### src/rtl/shift_right_halfword_imm_pipe_if.sv
// Issue/writeback bundle for the halfword right-shift-immediate unit.
// The master side is issue plus writeback; the slave side is the execution unit.
interface shift_right_halfword_imm_pipe_if #(
   parameter int TAG_W = 7
);
   logic             in_valid;
   logic             in_ready;
   logic             in_arith;
   logic [127:0]     register_RA;
   logic [6:0]       imm7;
   logic [TAG_W-1:0] in_tag;
   logic             out_valid;
   logic             out_ready;
   logic [127:0]     register_RT;
   logic [TAG_W-1:0] out_tag;

   modport master (
      output in_valid, in_arith, register_RA, imm7, in_tag, out_ready,
      input  in_ready, out_valid, register_RT, out_tag
   );

   modport slave (
      input  in_valid, in_arith, register_RA, imm7, in_tag, out_ready,
      output in_ready, out_valid, register_RT, out_tag
   );
endinterface

### src/rtl/shift_right_halfword_imm_pipe.sv
// Two-stage ROTHMI / ROTMAHI unit: stage 1 latches operands and the shift count,
// stage 2 latches the eight per-lane shifted halfwords.
module shift_right_halfword_imm_pipe #(
   parameter int TAG_W  = 7,
   parameter int LANE_W = 16,
   parameter int LANES  = 8
) (
   input  logic clk,
   input  logic reset_n,
   shift_right_halfword_imm_pipe_if.slave bus
);
   logic                    s1_v_q, s1_v_d;
   logic                    s1_arith_q, s1_arith_d;
   logic [4:0]              s1_sc_q, s1_sc_d;
   logic [LANES*LANE_W-1:0] s1_ra_q, s1_ra_d;
   logic [TAG_W-1:0]        s1_tag_q, s1_tag_d;

   logic                    out_valid_q, out_valid_d;
   logic [LANES*LANE_W-1:0] rt_q, rt_d;
   logic [TAG_W-1:0]        out_tag_q, out_tag_d;

   logic                    s2_adv;
   logic                    s1_adv;
   logic                    in_ready;
   logic [15:0]             imm_sext;
   logic [4:0]              sc_in;
   logic [LANES*LANE_W-1:0] lane_res;

   assign s2_adv   = !out_valid_q || bus.out_ready;
   assign s1_adv   = s2_adv;
   assign in_ready = !s1_v_q || s1_adv;

   // The immediate encodes the negated shift amount; only its low five bits matter.
   assign imm_sext = {{9{bus.imm7[6]}}, bus.imm7};
   assign sc_in    = 5'(16'd0 - imm_sext);

   generate
      for (genvar gi = 0; gi < LANES; gi++) begin : g_lane
         logic [LANE_W-1:0]        x;
         logic [LANE_W-1:0]        srl_res;
         logic signed [LANE_W-1:0] sra_res;

         assign x       = s1_ra_q[gi*LANE_W +: LANE_W];
         assign srl_res = x >> s1_sc_q[3:0];
         assign sra_res = $signed(x) >>> s1_sc_q[3:0];

         // Counts of 16 and above flush the lane to zero or to the sign bit.
         always_comb begin
            if (s1_sc_q[4]) begin
               lane_res[gi*LANE_W +: LANE_W] = s1_arith_q ? {LANE_W{x[LANE_W-1]}} : '0;
            end else begin
               lane_res[gi*LANE_W +: LANE_W] = s1_arith_q ? sra_res : srl_res;
            end
         end
      end
   endgenerate

   always_comb begin
      s1_v_d      = s1_v_q;
      s1_arith_d  = s1_arith_q;
      s1_sc_d     = s1_sc_q;
      s1_ra_d     = s1_ra_q;
      s1_tag_d    = s1_tag_q;
      out_valid_d = out_valid_q;
      rt_d        = rt_q;
      out_tag_d   = out_tag_q;

      if (in_ready) begin
         s1_v_d = bus.in_valid;
         if (bus.in_valid) begin
            s1_arith_d = bus.in_arith;
            s1_sc_d    = sc_in;
            s1_ra_d    = bus.register_RA;
            s1_tag_d   = bus.in_tag;
         end
      end

      if (s2_adv) begin
         out_valid_d = s1_v_q;
         rt_d        = lane_res;
         out_tag_d   = s1_tag_q;
      end
   end

   always_ff @(posedge clk or negedge reset_n) begin
      if (!reset_n) begin
         s1_v_q      <= 1'b0;
         s1_arith_q  <= 1'b0;
         s1_sc_q     <= '0;
         s1_ra_q     <= '0;
         s1_tag_q    <= '0;
         out_valid_q <= 1'b0;
         rt_q        <= '0;
         out_tag_q   <= '0;
      end else begin
         s1_v_q      <= s1_v_d;
         s1_arith_q  <= s1_arith_d;
         s1_sc_q     <= s1_sc_d;
         s1_ra_q     <= s1_ra_d;
         s1_tag_q    <= s1_tag_d;
         out_valid_q <= out_valid_d;
         rt_q        <= rt_d;
         out_tag_q   <= out_tag_d;
      end
   end

   assign bus.in_ready    = in_ready;
   assign bus.out_valid   = out_valid_q;
   assign bus.register_RT = rt_q;
   assign bus.out_tag     = out_tag_q;
endmodule

### src/flat_wrapper.sv
// flat-port wrapper written by rule: the top's interface ports become plain ports
module shift_right_halfword_imm_pipe_flat 
#(
   parameter int TAG_W  = 7,
   parameter int LANE_W = 16,
   parameter int LANES  = 8
)
  (clk, reset_n, bus_in_valid, bus_in_arith, bus_register_RA, bus_imm7, bus_in_tag, bus_out_ready, bus_in_ready, bus_out_valid, bus_register_RT, bus_out_tag);
  shift_right_halfword_imm_pipe_if #(.TAG_W(TAG_W)) bus_i ();
  input  logic clk;
  input  logic reset_n;
  input wire logic [$bits(bus_i.in_valid)-1:0] bus_in_valid;
  input wire logic [$bits(bus_i.in_arith)-1:0] bus_in_arith;
  input wire logic [$bits(bus_i.register_RA)-1:0] bus_register_RA;
  input wire logic [$bits(bus_i.imm7)-1:0] bus_imm7;
  input wire logic [$bits(bus_i.in_tag)-1:0] bus_in_tag;
  input wire logic [$bits(bus_i.out_ready)-1:0] bus_out_ready;
  output wire logic [$bits(bus_i.in_ready)-1:0] bus_in_ready;
  output wire logic [$bits(bus_i.out_valid)-1:0] bus_out_valid;
  output wire logic [$bits(bus_i.register_RT)-1:0] bus_register_RT;
  output wire logic [$bits(bus_i.out_tag)-1:0] bus_out_tag;
  assign bus_i.in_valid = bus_in_valid;
  assign bus_i.in_arith = bus_in_arith;
  assign bus_i.register_RA = bus_register_RA;
  assign bus_i.imm7 = bus_imm7;
  assign bus_i.in_tag = bus_in_tag;
  assign bus_i.out_ready = bus_out_ready;
  assign bus_in_ready = bus_i.in_ready;
  assign bus_out_valid = bus_i.out_valid;
  assign bus_register_RT = bus_i.register_RT;
  assign bus_out_tag = bus_i.out_tag;
  shift_right_halfword_imm_pipe #(.TAG_W(TAG_W), .LANE_W(LANE_W), .LANES(LANES)) u_core (.clk(clk), .reset_n(reset_n), .bus(bus_i));
endmodule
### config.mk
export PLATFORM = sky130hd
export DESIGN_NAME = shift_right_halfword_imm_pipe_flat
export DESIGN_NICKNAME = d
export VERILOG_FILES = /design/src/rtl/shift_right_halfword_imm_pipe_if.sv /design/src/rtl/shift_right_halfword_imm_pipe.sv /design/src/flat_wrapper.sv
export SDC_FILE = /design/constraint.sdc
export NUM_CORES = 1
export LEC_CHECK = 0
export CORE_AREA = 10 10 196 198
export CTS_CLUSTER_DIAMETER = 40
export DETAILED_ROUTE_END_ITERATION = 10
export DIE_AREA = 0 0 206 208
export PLACE_DENSITY = 0.77
export SYNTH_ARGS = -nofsm -noshare
export SYNTH_HDL_FRONTEND = slang
export SYNTH_SLANG_ARGS = --single-unit
### constraint.sdc
create_clock -name clk -period 1.84 [get_ports clk]
set_input_delay 0.368 -clock clk [delete_from_list [all_inputs] [get_ports clk]]
set_output_delay 0.368 -clock clk [all_outputs]
set_load 0.01 [all_outputs]
### After elaboration in Yosys (flattened, before gate mapping)

Cells that the tools add are included.

| word-level totals | value |
|---|---|
| flip-flop bits (word level) | 278 |
| input port bits | 147 |
| output and inout port bits | 137 |
| logic and storage cells | 54 |

| operators by class | value |
|---|---|
| add/subtract/negate cells | 1 |
| shifts and indexed selects | 16 |
| mux-type cells | 24 |
| reductions and logical operators | 5 |

Operators with widths:

| kind | count |
|---|---|
| 16-bit two-way mux | 24 |
| 16-bit by 4-bit right shift with 16-bit output | 8 |
| 16-bit by 4-bit >>> shifter with 16-bit output | 8 |
| 1-bit by 5-bit subtractor with 5-bit output (first input constant) | 1 |
| 1-bit zero test | 2 |
| 1-bit logical OR | 2 |
| 2-bit AND reduction | 1 |

### Logic depth before layout (Yosys ltp)

| logic depth | value |
|---|---|
| word-level depth | 4 |
| depth in mapped cells | 9 |
| depth with buffers taken out | 5 |

### Least setup slack after synthesis

OpenSTA, ideal clock, no wires.

| path | value |
|---|---|
| kind | register to register |
| start point | register u_core.s1_sc_q[0] |
| end point | register u_core.rt_q[65], in the netlist u_core.bus.register_RT[65] |
| setup time | 0.132 ns |
| arrival | 1.800 ns |
| required time | 1.708 ns |
| setup slack | -0.092 ns |
| cell stages (with the launch flop) | 8 |
| buffers on the path | 3 |
| clock period less this slack | 1.932 ns |
| path through | dfrtp_1 buf_6 buf_6 buf_8 mux4_2 o2bb2ai_1 a2111oi_1 nor2_1 |

| on the way | value |
|---|---|
| word-level cells in the longest chain between the ends | 3 |
| elaborated cells between the ends (all ways) | 4 |

RTL lines:

| item | line | text |
|---|---|---|
| from (decl) | shift_right_halfword_imm_pipe.sv:14 | `logic [4:0] s1_sc_q, s1_sc_d;` |
| from (signal assigned) | shift_right_halfword_imm_pipe.sv:98 | `s1_sc_q <= s1_sc_d;` |
| 16-bit by 4-bit right shift with 16-bit output or 16-bit by 4-bit >>> shifter with 16-bit output (tied branches) | shift_right_halfword_imm_pipe.sv:44, shift_right_halfword_imm_pipe.sv:45 |  |
| 16-bit two-way mux (*) | shift_right_halfword_imm_pipe.sv:52 | `lane_res[gi*LANE_W +: LANE_W] = s1_arith_q ? sra_res : srl_res;` |
| 16-bit two-way mux (*) | shift_right_halfword_imm_pipe.sv:49 | `if (s1_sc_q[4]) begin` |
| to (signal assigned) | shift_right_halfword_imm_pipe.sv:102 | `rt_q <= rt_d;` |
| to (decl) | shift_right_halfword_imm_pipe.sv:19 | `logic [LANES*LANE_W-1:0] rt_q, rt_d;` |

Every way passes the cells marked *; elsewhere a longest branch is shown, timed or not.
A chain may end at the register's enable or synchronous reset.

### Worst setup path after layout

| path | value |
|---|---|
| start point | register u_core.s1_sc_q[0] |
| end point | register u_core.rt_q[67], in the netlist u_core.bus.register_RT[67] |

The elaborated chain is that of the path after synthesis.

==> impl_metrics.json <==
{
  "clkTransAtPathRegs_ns": 0.06,
  "syn-instance-count": 1555,
  "p_per_area_mw_per_mm2": 1260,
  "violations": "setup timing",
  "grt-ovfl-total": 0,
  "report.final.slew_viol_count": 0,
  "cp_max_fo": 6,
  "p_sw_frac": 0.386,
  "grt_usage": 0.340,
  "first_global_vias": 16900,
  "timing.hold.ws_ns": 0.315,
  "crit_type": "reg2reg",
  "finalHoldViolCount": 0,
  "reg2reg_to": "u_core.bus.register_RT[67]$_DFFE_PN0P_",
  "instances_no_fill": 2639,
  "num-fill-cells": 2163,
  "synth_async_sr_flop_share": 1.00,
  "core_sq_mm": 0.0344,
  "rr_worst_depth": 5,
  "cts_inserted_buffers": 43,
  "worstPathRequired_ns": 2.30,
  "synth-seq-cells": 278,
  "gp_congestion": 1.07,
  "synth_nets": 1703,
  "cp_top_family": "compound AO/OA/AOI/OAI gates",
  "max_stage_delay_ns": 0.61,
  "dr.first_iter.drc_count": 1963,
  "fin_area_sq_mm": 0.0268,
  "yosysUniqueCellTypes": 76,
  "cts_tree": "done",
  "reg2reg_from": "u_core.s1_sc_q[0]$_DFFE_PN0P_",
  "status": "complete, but fails checks",
  "final_cell_mix": "283 x buf_4, 271 x dfrtp_1, 164 x mux2_2",
  "setup_ws_ns": -0.317,
  "multi_input_area_sq_mm": 0.0109,
  "wirelength_um": 77200,
  "place_area_sq_mm": 0.0223,
  "cp.arrival_ns": 2.62,
  "io_buffer_count": 281,
  "netlist_area_sq_mm": 0.0166,
  "finClkSkew_ns": 0.0302,
  "fmaxAchievable_ghz": 0.464,
  "cp_cell_sequence": "buf_8, mux4_2, a221oi_2, nor3_2, o32a_1",
  "crit_buf_inv": 1,
  "combinationalPowerShare": 0.475,
  "grt_pass1_wl_um": 111000,
  "synth-seq-area-share": 0.419,
  "syn_area_per_cell_sq_um": 10.7,
  "cpMaxStageDelayCell": "mux4_2",
  "p_leak_nw": 11.5,
  "finalSetupTns_ns": -20.52,
  "place_hpwl_um": 55300,
  "io_pins": 284,
  "dp_cells": 2490,
  "drt-wirelength-per-cell_um": 29.3,
  "cts_sinks": 278,
  "yosysWarnings": 0,
  "synth_flop_cell": "dfrtp_1",
  "setup_viol": 124,
  "worst_slew_pin_slew_ns": 0.609,
  "p_clk_frac": 0.265,
  "grt_antenna_before_repair": 5,
  "end_kind": "register",
  "fp.dieW_um": 206,
  "startpoint_type": "register",
  "rsz0062_at_grt": "yes",
  "reg2reg_slack_ns": -0.32,
  "area_delta_synth_final_pct": 61.4,
  "layout_commonest_cell": "buf_4",
  "peakVddDrop_v": 0.000932,
  "vias_per_cell": 6.40,
  "ant_nets": 0,
  "clk-insertion-delay-late_ns": 0.59,
  "vias": 16900,
  "fin_crit_ns": 2.16,
  "dieArea_sq_mm": 0.0428,
  "seqPwrFrac": 0.260,
  "rows": 68,
  "intPower_w": 0.0207,
  "hold_path_class": "in2async",
  "route.detailed.drc": 0,
  "p_switching_w": 0.0130,
  "final_layout_size_suffix_gt1_frac": 0.487,
  "firstDrtPassIters": 6,
  "h-tree-depth": 2,
  "regArea_sq_mm": 0.00697,
  "drv_cap": 0,
  "initial_utilization": 0.484,
  "grt_max_degree": 59,
  "die_y_um": 208,
  "root_buffer": "clkbuf_16",
  "max_slew_margin": 0.592,
  "clock_path_buffers": 3,
  "nets": 2296,
  "synth-edff-count": 0,
  "finalCritPeriodShare": 1.17
}
[cell type report]
cell class | instances | area share
diodes | 1 | 0.0000933
clock buffers | 47 | 0.0418
clock inverters | 33 | 0.0166
inverters | 11 | 0.00182
multi-input cells | 1115 | 0.405
flip-flops and latches | 278 | 0.260
well taps | 455 | 0.0212
repair buffers | 699 | 0.253
[state kept, by name, indices dropped and copies added, names as in the netlist]
| name | flops |
|---|---|
| u_core.bus.out_tag | 7 |
| u_core.bus.out_valid | 1 |
| u_core.bus.register_RT | 128 |
| u_core.s1_arith_q | 1 |
| u_core.s1_ra_q | 128 |
| u_core.s1_sc_q | 5 |
| u_core.s1_tag_q | 7 |
| u_core.s1_v_q | 1 |
[synth_stat cells (all sizes together), types with 9 or more instances]
cell type  number  area [sq um]
nand2         163           612
a211oi         11          82.6
o211ai         13          97.6
mux2i          84           841
dfrtp         278          6960
inv            10          37.5
mux4           78          1760
clkbuf         67           251
nor2b           9          56.3
o21ai          82           410
a31oi          14          87.6
mux2          180          2030
nor2          139           527
a221oi         27           243
a21oi          95           475
a22oi          19           143
o221ai         12           105
buf            84           472
o21a           24           180
nor3           17          95.1
nand3          17          85.1
a22o           19           166
nand2b          9          56.3
[routing by layer]
| metal | track usage | vias to the layer above | wire length, um |
|---|---|---|---|
| li1 | - | 7036 | - |
| met1 | 0.464 | 8465 | 31100 |
| met2 | 0.486 | 1160 | 33600 |
| met3 | 0.142 | 228 | 9810 |
| met4 | 0.0928 | 6 | 2590 |
| met5 | 0 | - | 87 |
[through the flow]
step | util | power [W] | setup WS [ns]
CTS | 0.737 | 0.0315 | -0.303
global route | 0.781 | 0.0347 | -0.353
detailed placement | 0.650 | 0.0215 | -0.448
floorplan | - | 0.0144 | -0.0277
global placement | 0.650 | 0.0213 | -0.436
finish | 0.781 | 0.0337 | -0.317
[power groups by stage]
stage | registers, W | clock network, W | logic [W]
after floorplan | 0.00864 | 0 | 0.00576
after global routing | 0.00883 | 0.00925 | 0.0166
after detailed placement | 0.00878 | 0 | 0.0127
after global placement | 0.00872 | 0 | 0.0126
final | 0.00875 | 0.00893 | 0.0160
after CTS | 0.00864 | 0.00893 | 0.0139
[worst max path at each step]
stage / start / to / slack (ns) / cells after the start
after floorplan: u_core.s1_sc_q[0]$_DFFE_PN0P_ / u_core.bus.register_RT[82]$_DFFE_PN0P_ / -0.03 / 6
after global placement: u_core.s1_sc_q[0]$_DFFE_PN0P_ / u_core.bus.register_RT[86]$_DFFE_PN0P_ / -0.44 / 7
after detailed placement: u_core.s1_sc_q[1]$_DFFE_PN0P_ / u_core.bus.register_RT[86]$_DFFE_PN0P_ / -0.45 / 7
after CTS: u_core.s1_sc_q[0]$_DFFE_PN0P_ / u_core.bus.register_RT[82]$_DFFE_PN0P_ / -0.30 / 7
after global routing: u_core.s1_sc_q[0]$_DFFE_PN0P_ / u_core.bus.register_RT[86]$_DFFE_PN0P_ / -0.35 / 8
final: u_core.s1_sc_q[0]$_DFFE_PN0P_ / u_core.bus.register_RT[67]$_DFFE_PN0P_ / -0.32 / 5
[cells by family (layout without fill, tap and decap cells)]
kind of cell / count (synthesis) / after routing / share of synthesized area
AND/OR/NAND/NOR: 386 / 386 / 0.0997
AO/OA/AOI/OAI: 383 / 383 / 0.155
multiplexers: 342 / 342 / 0.278
flip-flops: 278 / 278 / 0.419
buffers and inverters: 162 / 790 / 0.0460
XOR/XNOR: 3 / 3 / 0.00158
adder cells (fa/ha/maj): 1 / 1 / 0.000753
other: 0 / 1 / 0
[what timing repair did]
item | 4_1_cts | 5_1_grt
hold endpoints to repair | 29 | 0
pin swaps | 89 | 137
endpoints found under the setup margin | 264 | 129
setup buffers | 33 | 44
hold buffers | 1 | 0
gates cloned | 4 | 2
resized for setup | 422 | 261
No activity file was read; power rests on OpenSTA's default activity.
